[src/rtl/big_core_portb_arb_pkg.sv]
// Shared types for the port-B arbiter: tile transaction format, arbiter state/source
// enums and the response builder used when a fabric read returns.
package big_core_portb_arb_pkg;

    typedef logic [7:0] t_tile_id;

    typedef enum logic [1:0] {
        NOP    = 2'd0,
        WR     = 2'd1,
        RD     = 2'd2,
        RD_RSP = 2'd3
    } t_tile_opcode;

    localparam t_tile_id NULL_CARDINAL = 8'hFF;

    typedef struct packed {
        logic [31:0]  address;
        t_tile_opcode opcode;
        logic [31:0]  data;
        t_tile_id     requestor_id;
        t_tile_id     next_tile_fifo_arb_id;
    } t_tile_trans;

    typedef enum logic {PORTB_RR = 1'b0, PORTB_LDR_LOCKED = 1'b1} t_portb_arb_state;
    typedef enum logic {SRC_FAB = 1'b0, SRC_LDR = 1'b1} t_portb_src;

    localparam int PORTB_RD_LATENCY = 1;

    // tag carries {requestor_id[7:0], address[23:0]} captured at issue time
    function automatic t_tile_trans mkRdRsp(input logic [31:0] tag,
                                            input logic [31:0] rdData,
                                            input t_tile_id    tileId);
        t_tile_trans r;
        r.address               = tag;
        r.opcode                = RD_RSP;
        r.data                  = rdData;
        r.requestor_id          = tileId;
        r.next_tile_fifo_arb_id = NULL_CARDINAL;
        return r;
    endfunction

endpackage

[src/rtl/big_core_portb_arb_if.sv]
// Fabric, loader and memory port-B signal bundle for big_core_portb_arb.
// slave = arbiter side, master = fabric/loader/memory side.
interface big_core_portb_arb_if;
    import big_core_portb_arb_pkg::*;

    logic        InFabricValid;
    t_tile_trans InFabricReq;
    logic        InFabricReady;

    logic        OutFabricValid;
    t_tile_trans OutFabricRsp;
    logic        OutFabricReady;

    logic        LdrReqValid;
    logic        LdrReqWr;
    logic [31:0] LdrReqAddr;
    logic [31:0] LdrReqData;
    logic        LdrLock;
    logic        LdrReqReady;
    logic        LdrRspValid;
    logic [31:0] LdrRspData;

    logic [31:0] PortBAddr;
    logic [31:0] PortBData;
    logic        PortBWrEn;
    logic        PortBRdEn;
    logic [31:0] PortBRdData;

    modport slave (
        input  InFabricValid, InFabricReq, OutFabricReady,
        input  LdrReqValid, LdrReqWr, LdrReqAddr, LdrReqData, LdrLock,
        input  PortBRdData,
        output InFabricReady, OutFabricValid, OutFabricRsp,
        output LdrReqReady, LdrRspValid, LdrRspData,
        output PortBAddr, PortBData, PortBWrEn, PortBRdEn
    );

    modport master (
        output InFabricValid, InFabricReq, OutFabricReady,
        output LdrReqValid, LdrReqWr, LdrReqAddr, LdrReqData, LdrLock,
        output PortBRdData,
        input  InFabricReady, OutFabricValid, OutFabricRsp,
        input  LdrReqReady, LdrRspValid, LdrRspData,
        input  PortBAddr, PortBData, PortBWrEn, PortBRdEn
    );

endinterface

[src/rtl/big_core_portb_arb_rsp_fifo.sv]
// Synchronous FIFO of tile transactions with an occupancy count; pointers carry
// one extra wrap bit so full and empty are distinguishable.
module big_core_portb_rsp_fifo
    import big_core_portb_arb_pkg::*;
#(
    parameter  int DEPTH = 4,
    localparam int AW    = $clog2(DEPTH)
) (
    input  logic        Clk,
    input  logic        Rst,
    input  logic        push,
    input  t_tile_trans pushData,
    input  logic        pop,
    output t_tile_trans popData,
    output logic        empty,
    output logic [AW:0] count
);

    logic [AW:0] wrPtr, rdPtr;
    logic        full, doPush, doPop;
    t_tile_trans mem [DEPTH];

    assign count   = wrPtr - rdPtr;
    assign empty   = (count == '0);
    assign full    = (count == (AW+1)'(DEPTH));
    assign doPush  = push && !full;
    assign doPop   = pop && !empty;
    assign popData = mem[rdPtr[AW-1:0]];

    always_ff @(posedge Clk or negedge Rst) begin
        if (!Rst) begin
            wrPtr <= '0;
            rdPtr <= '0;
        end else begin
            if (doPush) wrPtr <= wrPtr + 1'b1;
            if (doPop)  rdPtr <= rdPtr + 1'b1;
        end
    end

    always_ff @(posedge Clk) begin
        if (doPush) mem[wrPtr[AW-1:0]] <= pushData;
    end

    // Credit accounting upstream must make this unreachable.
    pushWhenFull: assert property (@(posedge Clk) disable iff (!Rst) !(push && full));

endmodule

[src/rtl/big_core_portb_arb.sv]
// Port-B arbiter for I_MEM/D_MEM/CR_MEM: shares the port between fabric and loader,
// tracks 1-cycle read latency, buffers fabric read responses behind read credits.
// Optional: define BIG_CORE_PORTB_ARB_STATS_EN for grant/stall counters and stat ports.
module big_core_portb_arb
    import big_core_portb_arb_pkg::*;
#(
    parameter int RSP_FIFO_DEPTH = 4,
    parameter int LOCK_MAX       = 16
) (
    input  logic        Clk,
    input  logic        Rst,
    input  t_tile_id    local_tile_id,
`ifdef BIG_CORE_PORTB_ARB_STATS_EN
    output logic [31:0] StatFabGrants,
    output logic [31:0] StatLdrGrants,
    output logic [31:0] StatCreditStalls,
`endif
    big_core_portb_arb_if.slave bus
);

    localparam int CW  = $clog2(RSP_FIFO_DEPTH) + 1;
    localparam int LCW = $clog2(LOCK_MAX + 1);
    localparam int PL  = PORTB_RD_LATENCY;

    t_portb_arb_state state, stateNxt;
    t_portb_src       rrPtr, rrPtrNxt;
    logic [LCW-1:0]   lockCnt, lockCntNxt;

    logic fabIsRd, fabIsWr, fabCredit, fabElig, ldrElig;
    logic fabGnt, ldrGnt, fabRdIssue, ldrRdIssue;

    logic [PL-1:0]       fabRdPipe, ldrRdPipe;
    logic [PL-1:0][31:0] tagPipe;
    logic [31:0]         fabTag;

    logic          fifoEmpty;
    logic [CW-1:0] fifoCount;
    t_tile_trans   fifoRsp, pushRsp;
    logic          unusedFabBits;

    assign fabIsRd   = (bus.InFabricReq.opcode == RD);
    assign fabIsWr   = (bus.InFabricReq.opcode == WR);
    assign fabCredit = (int'(fifoCount) + $countones(fabRdPipe)) < RSP_FIFO_DEPTH;
    assign fabElig   = bus.InFabricValid && (!fabIsRd || fabCredit);
    assign ldrElig   = bus.LdrReqValid;
    assign fabTag    = {bus.InFabricReq.requestor_id, bus.InFabricReq.address[23:0]};
    assign unusedFabBits = ^{bus.InFabricReq.next_tile_fifo_arb_id};

    always_ff @(posedge Clk or negedge Rst) begin
        if (!Rst) begin
            state     <= PORTB_RR;
            rrPtr     <= SRC_FAB;
            lockCnt   <= '0;
            fabRdPipe <= '0;
            ldrRdPipe <= '0;
            tagPipe   <= '0;
        end else begin
            state     <= stateNxt;
            rrPtr     <= rrPtrNxt;
            lockCnt   <= lockCntNxt;
            fabRdPipe <= (fabRdPipe << 1) | PL'(fabRdIssue);
            ldrRdPipe <= (ldrRdPipe << 1) | PL'(ldrRdIssue);
            for (int i = PL - 1; i > 0; i--) tagPipe[i] <= tagPipe[i-1];
            tagPipe[0] <= fabTag;
        end
    end

    always_comb begin
        fabGnt     = 1'b0;
        ldrGnt     = 1'b0;
        stateNxt   = state;
        rrPtrNxt   = rrPtr;
        lockCntNxt = lockCnt;
        case (state)
            PORTB_RR: begin
                if (fabElig && (!ldrElig || rrPtr == SRC_FAB)) fabGnt = 1'b1;
                else if (ldrElig)                               ldrGnt = 1'b1;
                if (fabGnt) rrPtrNxt = SRC_LDR;
                if (ldrGnt) begin
                    rrPtrNxt = SRC_FAB;
                    if (bus.LdrLock) begin
                        stateNxt   = PORTB_LDR_LOCKED;
                        lockCntNxt = LCW'(1);
                    end
                end
            end
            PORTB_LDR_LOCKED: begin
                // A saturated lock with fabric waiting yields the port without a loader grant.
                if (lockCnt == LCW'(LOCK_MAX) && bus.InFabricValid) begin
                    stateNxt   = PORTB_RR;
                    rrPtrNxt   = SRC_FAB;
                    lockCntNxt = '0;
                end else begin
                    ldrGnt = ldrElig;
                    if (ldrGnt && lockCnt != LCW'(LOCK_MAX)) lockCntNxt = lockCnt + 1'b1;
                    if (!bus.LdrLock || (lockCntNxt == LCW'(LOCK_MAX) && bus.InFabricValid)) begin
                        stateNxt   = PORTB_RR;
                        rrPtrNxt   = SRC_FAB;
                        lockCntNxt = '0;
                    end
                end
            end
            default: stateNxt = PORTB_RR;
        endcase
    end

    assign fabRdIssue = fabGnt && fabIsRd;
    assign ldrRdIssue = ldrGnt && !bus.LdrReqWr;

    always_comb begin
        bus.InFabricReady = fabGnt;
        bus.LdrReqReady   = ldrGnt;
        bus.PortBAddr     = '0;
        bus.PortBData     = '0;
        bus.PortBWrEn     = 1'b0;
        bus.PortBRdEn     = 1'b0;
        if (fabGnt && (fabIsRd || fabIsWr)) begin
            bus.PortBAddr = bus.InFabricReq.address;
            bus.PortBData = fabIsWr ? bus.InFabricReq.data : 32'h0;
            bus.PortBWrEn = fabIsWr;
            bus.PortBRdEn = fabIsRd;
        end else if (ldrGnt) begin
            bus.PortBAddr = bus.LdrReqAddr;
            bus.PortBData = bus.LdrReqWr ? bus.LdrReqData : 32'h0;
            bus.PortBWrEn = bus.LdrReqWr;
            bus.PortBRdEn = !bus.LdrReqWr;
        end
    end

    assign bus.LdrRspValid = ldrRdPipe[PL-1];
    assign bus.LdrRspData  = ldrRdPipe[PL-1] ? bus.PortBRdData : 32'h0;
    assign pushRsp         = mkRdRsp(tagPipe[PL-1], bus.PortBRdData, local_tile_id);

    big_core_portb_rsp_fifo #(.DEPTH(RSP_FIFO_DEPTH)) rspFifo (
        .Clk      (Clk),
        .Rst      (Rst),
        .push     (fabRdPipe[PL-1]),
        .pushData (pushRsp),
        .pop      (bus.OutFabricValid && bus.OutFabricReady),
        .popData  (fifoRsp),
        .empty    (fifoEmpty),
        .count    (fifoCount)
    );

    assign bus.OutFabricValid = !fifoEmpty;
    assign bus.OutFabricRsp   = fifoEmpty ? '0 : fifoRsp;

`ifdef BIG_CORE_PORTB_ARB_STATS_EN
    always_ff @(posedge Clk or negedge Rst) begin
        if (!Rst) begin
            StatFabGrants    <= '0;
            StatLdrGrants    <= '0;
            StatCreditStalls <= '0;
        end else begin
            if (fabGnt && ~&StatFabGrants) StatFabGrants <= StatFabGrants + 32'd1;
            if (ldrGnt && ~&StatLdrGrants) StatLdrGrants <= StatLdrGrants + 32'd1;
            if (bus.InFabricValid && fabIsRd && !fabCredit && ~&StatCreditStalls)
                StatCreditStalls <= StatCreditStalls + 32'd1;
        end
    end
`else
    // Statistics build option off: no counters and no stat ports.
`endif

endmodule
[src/flat_wrapper.sv]
// flat-port wrapper written by rule: the top's interface ports become plain ports
module big_core_portb_arb_flat import big_core_portb_arb_pkg::*;
#(
    parameter int RSP_FIFO_DEPTH = 4,
    parameter int LOCK_MAX       = 16
)
  (Clk, Rst, local_tile_id, bus_InFabricValid, bus_InFabricReq, bus_OutFabricReady, bus_LdrReqValid, bus_LdrReqWr, bus_LdrReqAddr, bus_LdrReqData, bus_LdrLock, bus_PortBRdData, bus_InFabricReady, bus_OutFabricValid, bus_OutFabricRsp, bus_LdrReqReady, bus_LdrRspValid, bus_LdrRspData, bus_PortBAddr, bus_PortBData, bus_PortBWrEn, bus_PortBRdEn);
  big_core_portb_arb_if bus_i ();
  input  logic Clk;
  input  logic Rst;
  input  t_tile_id local_tile_id;
  input wire logic [$bits(bus_i.InFabricValid)-1:0] bus_InFabricValid;
  input wire logic [$bits(bus_i.InFabricReq)-1:0] bus_InFabricReq;
  input wire logic [$bits(bus_i.OutFabricReady)-1:0] bus_OutFabricReady;
  input wire logic [$bits(bus_i.LdrReqValid)-1:0] bus_LdrReqValid;
  input wire logic [$bits(bus_i.LdrReqWr)-1:0] bus_LdrReqWr;
  input wire logic [$bits(bus_i.LdrReqAddr)-1:0] bus_LdrReqAddr;
  input wire logic [$bits(bus_i.LdrReqData)-1:0] bus_LdrReqData;
  input wire logic [$bits(bus_i.LdrLock)-1:0] bus_LdrLock;
  input wire logic [$bits(bus_i.PortBRdData)-1:0] bus_PortBRdData;
  output wire logic [$bits(bus_i.InFabricReady)-1:0] bus_InFabricReady;
  output wire logic [$bits(bus_i.OutFabricValid)-1:0] bus_OutFabricValid;
  output wire logic [$bits(bus_i.OutFabricRsp)-1:0] bus_OutFabricRsp;
  output wire logic [$bits(bus_i.LdrReqReady)-1:0] bus_LdrReqReady;
  output wire logic [$bits(bus_i.LdrRspValid)-1:0] bus_LdrRspValid;
  output wire logic [$bits(bus_i.LdrRspData)-1:0] bus_LdrRspData;
  output wire logic [$bits(bus_i.PortBAddr)-1:0] bus_PortBAddr;
  output wire logic [$bits(bus_i.PortBData)-1:0] bus_PortBData;
  output wire logic [$bits(bus_i.PortBWrEn)-1:0] bus_PortBWrEn;
  output wire logic [$bits(bus_i.PortBRdEn)-1:0] bus_PortBRdEn;
  assign bus_i.InFabricValid = bus_InFabricValid;
  assign bus_i.InFabricReq = bus_InFabricReq;
  assign bus_i.OutFabricReady = bus_OutFabricReady;
  assign bus_i.LdrReqValid = bus_LdrReqValid;
  assign bus_i.LdrReqWr = bus_LdrReqWr;
  assign bus_i.LdrReqAddr = bus_LdrReqAddr;
  assign bus_i.LdrReqData = bus_LdrReqData;
  assign bus_i.LdrLock = bus_LdrLock;
  assign bus_i.PortBRdData = bus_PortBRdData;
  assign bus_InFabricReady = bus_i.InFabricReady;
  assign bus_OutFabricValid = bus_i.OutFabricValid;
  assign bus_OutFabricRsp = bus_i.OutFabricRsp;
  assign bus_LdrReqReady = bus_i.LdrReqReady;
  assign bus_LdrRspValid = bus_i.LdrRspValid;
  assign bus_LdrRspData = bus_i.LdrRspData;
  assign bus_PortBAddr = bus_i.PortBAddr;
  assign bus_PortBData = bus_i.PortBData;
  assign bus_PortBWrEn = bus_i.PortBWrEn;
  assign bus_PortBRdEn = bus_i.PortBRdEn;
  big_core_portb_arb #(.RSP_FIFO_DEPTH(RSP_FIFO_DEPTH), .LOCK_MAX(LOCK_MAX)) u_core (.Clk(Clk), .Rst(Rst), .local_tile_id(local_tile_id), .bus(bus_i));
endmodule
[config.mk]
export PLATFORM = sky130hd
export DESIGN_NAME = big_core_portb_arb_flat
export DESIGN_NICKNAME = d
export VERILOG_FILES = /design/src/rtl/big_core_portb_arb_pkg.sv /design/src/rtl/big_core_portb_arb_if.sv /design/src/rtl/big_core_portb_arb_rsp_fifo.sv /design/src/rtl/big_core_portb_arb.sv /design/src/flat_wrapper.sv
export SDC_FILE = /design/constraint.sdc
export NUM_CORES = 1
export LEC_CHECK = 0
export ABC_CLOCK_PERIOD_IN_PS = 4450
export BUFFER_PORTS_ARGS = -buffer_cell sky130_fd_sc_hd__clkbuf_2
export CAP_MARGIN = 25
export CORE_ASPECT_RATIO = 2
export CORE_MARGIN = 3
export CORE_UTILIZATION = 54
export CTS_BUF_LIST = sky130_fd_sc_hd__clkbuf_8
export DETAILED_ROUTE_END_ITERATION = 16
export PLACE_DENSITY = 0.93
export SLEW_MARGIN = 10
export SYNTH_ARGS = -nofsm -noshare
export SYNTH_HDL_FRONTEND = slang
export SYNTH_SLANG_ARGS = --single-unit
[constraint.sdc]
create_clock -name Clk -period 4.45 [get_ports Clk]
set_input_delay 0.2225 -clock Clk [delete_from_list [all_inputs] [get_ports Clk]]
set_output_delay 0.2225 -clock Clk [all_outputs]
set_load 0.01 [all_outputs]
## Word level (Yosys, flattened, before mapping)

Memory sizes are Yosys's and may differ from the RTL's.
Cells that the tools add are included.

| word-level totals | value |
|---|---|
| flip-flop bits (word level) | 47 |
| RAM bits | 288 |
| bits of input ports | 193 |
| output and inout port bits | 184 |
| logic and storage cells | 91 |
| memories kept | 1 |

| operators by class | value |
|---|---|
| add/subtract/negate cells | 5 |
| $lt $le $gt $ge | 1 |
| equal/unequal tests | 10 |
| mux-type cells | 40 |
| bitwise gates (word level) | 2 |
| reduce and logical (&&, ||, !) cells | 24 |

Memory list:

| name | depth | bits a word | rd ports | clocked after memory_dff | wr ports | RTL line | text |
|---|---|---|---|---|---|---|---|
| u_core.rspFifo.mem | 4 | 72 | 1 | 0 | 1 | big_core_portb_arb_rsp_fifo.sv:21 | `t_tile_trans mem [DEPTH];` |

Operators with widths:

| kind | number |
|---|---|
| 32-bit two-way mux | 7 |
| 82-bit two-way mux | 1 |
| 5-bit two-way mux | 7 |
| 32-bit by 4-bit less-than comparator with 1-bit output, second input constant | 1 |
| 1-bit two-way mux | 21 |
| 1-bit logical AND | 11 |
| 5-bit equality test, second input constant | 2 |
| 5-bit one-hot mux with 2 select lines | 1 |
| 3-bit by 1-bit adder with 3-bit output, second input constant | 2 |
| 1-bit zero test | 6 |
| 1-bit one-hot mux with 2 select lines | 3 |
| 5-bit by 1-bit adder with 5-bit output, second input constant | 1 |
| 5-bit != test, second input constant | 1 |
| 3-bit by 1-bit adder with 4-bit output | 1 |
| 1-bit logical OR | 4 |
| 2-bit AND reduction | 2 |
| 3-bit equality test, second input constant | 1 |
| 3-bit zero test | 1 |
| 3-bit by 1-bit != test with 1-bit output, second input constant | 1 |
| 3-bit != test, second input constant | 1 |
| 3-bit subtractor | 1 |
| 2-bit by 1-bit equality test with 1-bit output, second input constant | 1 |
| 2-bit equality test, second input constant | 1 |
| 2-bit by 1-bit != test with 1-bit output, second input constant | 1 |
| other kinds (2) | 3 |

## Longest topological paths before layout

| logic depth | value |
|---|---|
| depth after elaboration | 11 |
| gate-level depth with buffers | 11 |
| depth with buffers taken out | 8 |

## By module

Synthesis repeated with hierarchy kept, for this count alone.

| unflattened totals | value |
|---|---|
| cell total of the unflattened synthesis | 793 |
| area total of the unflattened synthesis | 15142.0 µm² |

By module, submodules not included:

| module | times used | cells each | area each (µm²) | sequential area each (µm²) |
|---|---|---|---|---|
| big_core_portb_rsp_fifo | 1 | 470 | 12224.2 | 9999.6 |
| big_core_portb_arb | 1 | 323 | 2917.8 | 1026.0 |

## Worst setup path before layout

OpenSTA, ideal clock, no wires.

| path | value |
|---|---|
| path kind | reg-to-reg |
| start point | register u_core.rspFifo.wrPtr[0] |
| end point | memory u_core.rspFifo.mem[3][0] (netlist bit) (enable) |
| library setup time | 0.439 ns |
| data arrival time | 3.555 ns |
| required time | 4.011 ns |
| path slack | 0.455 ns |
| cell stages (with the launch flop) | 7 |
| path buffers | 0 |
| period minus slack after synthesis | 3.995 ns |
| cell sequence | dfrtp_1 inv_1 ha_1 fa_1 xor3_2 a31oi_1 and2_1 |

| on the way | value |
|---|---|
| word-level cells in the longest chain between the ends | 6 |

RTL lines:

| what | RTL line | text |
|---|---|---|
| from (decl) | big_core_portb_arb_rsp_fifo.sv:19 | `logic [AW:0] wrPtr, rdPtr;` |
| from (signal assigned) | big_core_portb_arb_rsp_fifo.sv:35 | `if (doPush) wrPtr <= wrPtr + 1'b1;` |
| 3-bit subtractor | big_core_portb_arb_rsp_fifo.sv:23 | `assign count = wrPtr - rdPtr;` |
| 3-bit equality test | big_core_portb_arb_rsp_fifo.sv:25 | `assign full = (count == (AW+1)'(DEPTH));` |
| 1-bit zero test | big_core_portb_arb_rsp_fifo.sv:26 | `assign doPush = push && !full;` |
| 1-bit logical AND | big_core_portb_arb_rsp_fifo.sv:26 |  |
| 1-bit two-way mux | big_core_portb_arb_rsp_fifo.sv:41 | `if (doPush) mem[wrPtr[AW-1:0]] <= pushData;` |
| 1-bit two-way mux (implied by the code) | big_core_portb_arb_rsp_fifo.sv:41 |  |
| to (decl) | big_core_portb_arb_rsp_fifo.sv:21 |  |

Parallel ways exist; a longest one is shown, timed or not.

## Final worst setup path

| path | value |
|---|---|
| start point | register u_core.rspFifo.wrPtr[0] |
| end point | output port bus_PortBData[13] |

| on the way | value |
|---|---|
| word-level cells in the longest chain between the ends | 11 |
| elaborated cells between the ends (all ways) | 15 |
| classes of those cells | add/sub: 2; order compare: 1; mux: 8; reduce/logical: 4 |

RTL lines:

| what | RTL line | text |
|---|---|---|
| 3-bit subtractor * | big_core_portb_arb_rsp_fifo.sv:23 |  |
| 3-bit by 1-bit adder with 4-bit output * | big_core_portb_arb.sv:43 | `assign fabCredit = (int'(fifoCount) + $countones(fabRdPipe)) < RSP_FIFO_DEPTH;` |
| 32-bit by 4-bit less-than comparator with 1-bit output * | big_core_portb_arb.sv:43 |  |
| 1-bit logical OR * | big_core_portb_arb.sv:44 | `assign fabElig = bus.InFabricValid && (!fabIsRd \|\| fabCredit);` |
| 1-bit logical AND * | big_core_portb_arb.sv:44 |  |
| 1-bit logical AND * | big_core_portb_arb.sv:76 | `if (fabElig && (!ldrElig \|\| rrPtr == SRC_FAB)) fabGnt = 1'b1;` |
| 1-bit two-way mux | big_core_portb_arb.sv:76 |  |
| 1-bit two-way mux | big_core_portb_arb.sv:74 | `case (state)` |
| 1-bit one-hot mux with 2 select lines / 1-bit two-way mux (equally long branches) | big_core_portb_arb.sv:74 |  |
| 32-bit two-way mux / 1-bit logical AND (equally long branches) | big_core_portb_arb.sv:122, big_core_portb_arb.sv:117 |  |
| 32-bit two-way mux * | big_core_portb_arb.sv:117 | `if (fabGnt && (fabIsRd \|\| fabIsWr)) begin` |
| to (decl) | flat_wrapper.sv:28 | `output wire logic [$bits(bus_i.PortBData)-1:0] bus_PortBData;` |

Every way passes the cells marked *; elsewhere a longest branch is shown, timed or not. The select of a mux whose other input is x is not followed.

==> summary.txt <==
Worst setup path
  • CP Capture Type: primary output
  • Crit start category: flip-flop
  • Critical-path top delay cell: and2_1
  • R2r setup slk: between 1000 and 1500 ps
  • Levels on crit path: 10
  • Crit Path Class: reg -> out
  • Critical path buffers and inverters: 3
  • Req. time, crit path: 4230 ps
  • FF-to-FF path depth: 7
  • WP data arrival: 3760 ps
  • Critical-path cell list: inv_1 -> ha_1 -> fa_1 -> xor3_2 -> o21ai_2 -> and3b_1 -> and2_1 -> buf_4 -> a22o_1 -> clkbuf_2
  • Family with the most delay on the worst path: simple AND/OR/NAND/NOR gates
  • CP Max Fanout: 21
  • Max stage delay on crit path: 650 ps

Route
  • Drt pass-1 iters: 5
  • Via-to-Cell Ratio: 5.58
  • Wire per inst: between 20 and 25 um
  • Total Wirelength: 35.2 mm
  • DR vias: 8582
  • Antenna-violating nets left: 0
  • DRC: 0
  • Starting DRT DRC Count: roughly 650

Die
  • Row count: 81
  • Total I/O pin count: 377
  • DIE WIDTH: 118 um
  • Die height: 231 um
  • Core footprint: 24600 sq um
  • Starting Density: 55.3%
  • Die area: 27300 sq um

Synthesis
  • Share of the yosys chip area belonging to registers: 72.2%
  • EDFF count, synth: ~290
  • Yosys warnings: 0
  • Syn Inst Count: 720
  • Post-synthesis cell area: roughly 14000 sq um
  • Yosys reg bits: approximately 340
  • Library cells used by synthesis: 43
  • Ranking of synthesized cells by area: edfxtp_1 (64%), mux4_2 (12%), dfrtp_1 (8.6%), and2_1 (5.1%), a22o_1 (4.1%)
  • Mean post-synth cell area: 18.9 sq um
  • Synth cell count leaders: edfxtp_1 (288), and2_1 (112), mux4_2 (72)
  • Post-Syn Nets: 924
  • Synth top area share: 63.5%
  • Yosys top cell by area: edfxtp_1
  • Most numerous cell in the Yosys netlist: edfxtp_1
  • Ys async rst share: between 10% and 20%
  • Top FF cell, synth: edfxtp_1

Hold path
  • Hold depth: 3
  • Worst Hold Class: in -> reg

Global routing
  • Initial antenna violation count: 2
  • Total global routing track utilization: a little over a quarter
  • Vias in the first global route: 9302
  • Total gr overflow: 0
  • First-pass GRT wire length: 53.7 mm
  • Largest net degree at the start of global routing: 75

Placement
  • # port buffers: between 300 and 400
  • Dpl cells: 1381
  • DP HPWL: 22.5 mm
  • Gpl congestion: a little under 0.9

STA
  • Crit path time final: 3980 ps
  • Achievable Freq: 251 MHz
  • Final worst path period share: 89.5%
  • RSZ-0062 raised after global routing: false
  • # setup viols final: 0
  • Clock skew: 12.6 ps
  • Slew @ Worst Pin: 899 ps
  • Fin. max-slew vios: 0
  • Max_slew headroom: 40.1%
  • Hold Vio Cnt, Final: 0
  • Setup TNS: 0 ps

Clock tree
  • Clock root cell: clkbuf_8
  • Clock Tree Buf Depth: 3
  • Worst-skew pair later-pin latency: 540 ps
  • TritonCTS clock tree: done
  • Num Clock Sinks: 335
  • H-tree depth: 2
  • CTS buffer count: 43
  • Clock slew at reported path FFs: 70 ps

Pwr
  • Clk pwr share: about a fifth
  • Int Power: 6550 uW
  • Sw frac: 34.2%
  • Leak: 0.00690 uW
  • Peak supply drop: 0.342 mV
  • Psw: approximately 3400 uW
  • Comb pwr share: about two fifths
  • Sequential power share: between 30% and 40%
  • Pwr Density: 572 nW/um^2

Finish
  • Layout cell share with drive strength beyond 1: approximately 43%
  • Nets: 1375
  • Non-filler instance count after layout: ~1500
  • Final Core Density: 70.6%
  • Area grow syn2layout: 27.8%

Status
  • Status: completed

Flow run
  • Max-Cap Viols: 0
[kinds of logic after synthesis]
| kind of cell | after synthesis | synth area share [%] |
|---|---|---|
| fa+ha+maj | 11 | 1.07 |
| simple gates | 140 | 6.24 |
| buf+inv | 63 | 2.39 |
| flops | 335 | 72.2 |
| mux | 73 | 12.0 |
| compound gates | 91 | 5.54 |
| xor+xnor | 7 | 0.570 |
[state kept, by name (all words and copies together) (netlist names)]
signal and count:
u_core.lockCnt 5, u_core.rrPtr 1, u_core.rspFifo.wrPtr 3, u_core.rspFifo.mem 288, u_core.state 1, u_core.bus.LdrRspValid 1, u_core.rspFifo.rdPtr 3, u_core.fabRdPipe 1
u_core.tagPipe 32
[timing repair]
| action | in CTS | in global routing |
|---|---|---|
| hold buffers | 75 | 0 |
| resized for setup | 0 | 0 |
| endpoints found under the setup margin | 0 | 0 |
| hold endpoints to repair | 242 | 0 |
| buffers inserted | 0 | 0 |
[layout by cell type (no fill, tap or decap), types with 4 or more instances in the layout]
master / n
clkinv_1: 7
buf_4: 9
clkbuf_2: 368
edfxtp_1: 288
nand2_1: 12
and2_4: 4
dfrtp_1: 45
xnor2_1: 5
a21oi_1: 7
mux4_2: 72
inv_1: 29
buf_12: 4
and2_1: 108
ha_1: 10
dlygate4sd3_1: 75
a22o_1: 64
clkbuf_8: 50
[tightest hold or removal path, delay by kind of cell]
family	cells	cell delay, ps
compound gates	2	220
buf+inv	1	120
[cell type report]
class	instances	area, sq um
Antenna cell	2	5.00
Clock inverter	27	128
Tap cell	332	415
Sequential cell	335	9830
Clock buffer	50	688
Timing Repair Buffer	459	2820
Inverter	10	37.5
Fill cell	1538	7230
Multi-Input combinational cell	322	3470
[final timing paths]
check                                             to                     from
min                                     u_core.state              bus_LdrLock
max reg2reg                u_core.rspFifo.mem[3][59]  u_core.rspFifo.wrPtr[0]
min in group asynchronous         u_core.tagPipe[28]                      Rst
max                                bus_PortBData[13]  u_core.rspFifo.wrPtr[0]
max in group asynchronous    u_core.rspFifo.rdPtr[1]                      Rst
min reg2reg                u_core.rspFifo.mem[0][65]       u_core.tagPipe[25]
[layer usage]
| layer | global-route usage, % | up-vias | routed length [um] |
|---|---|---|---|
| li1 | - | 3751 | - |
| met5 | 0 | - | 0 |
| met2 | 47.5 | 468 | 19100 |
| met1 | 28.7 | 4263 | 11500 |
| met4 | 14.7 | 0 | 2060 |
| met3 | 4.24 | 100 | 2510 |
[power groups by stage]
stage | combinational (uW) | clock, uW | sequential [uW]
2_1_floorplan | 2590 | 0 | 3740
3_3_place_gp | 3960 | 0 | 3770
3_5_place_dp | 4050 | 0 | 3790
4_1_cts | 4130 | 2170 | 3720
5_1_grt | 4420 | 2280 | 3730
6_report | 4110 | 2120 | 3720
[metrics by stage]
stage / total power, uW / worst slack, ps / area [sq um] / hold slack, ps
2_1_floorplan: 6330 / 455 / 13600 / -73.1
3_3_place_gp: 7730 / 1070 / 15700 / 333
3_5_place_dp: 7830 / 987 / 15800 / 333
4_1_cts: 10000 / 400 / 17300 / 16.6
5_1_grt: 10400 / 242 / 17400 / 82.9
6_report: 9950 / 465 / 17400 / 66.9
Note: power is estimated with default switching activity, not from simulation.
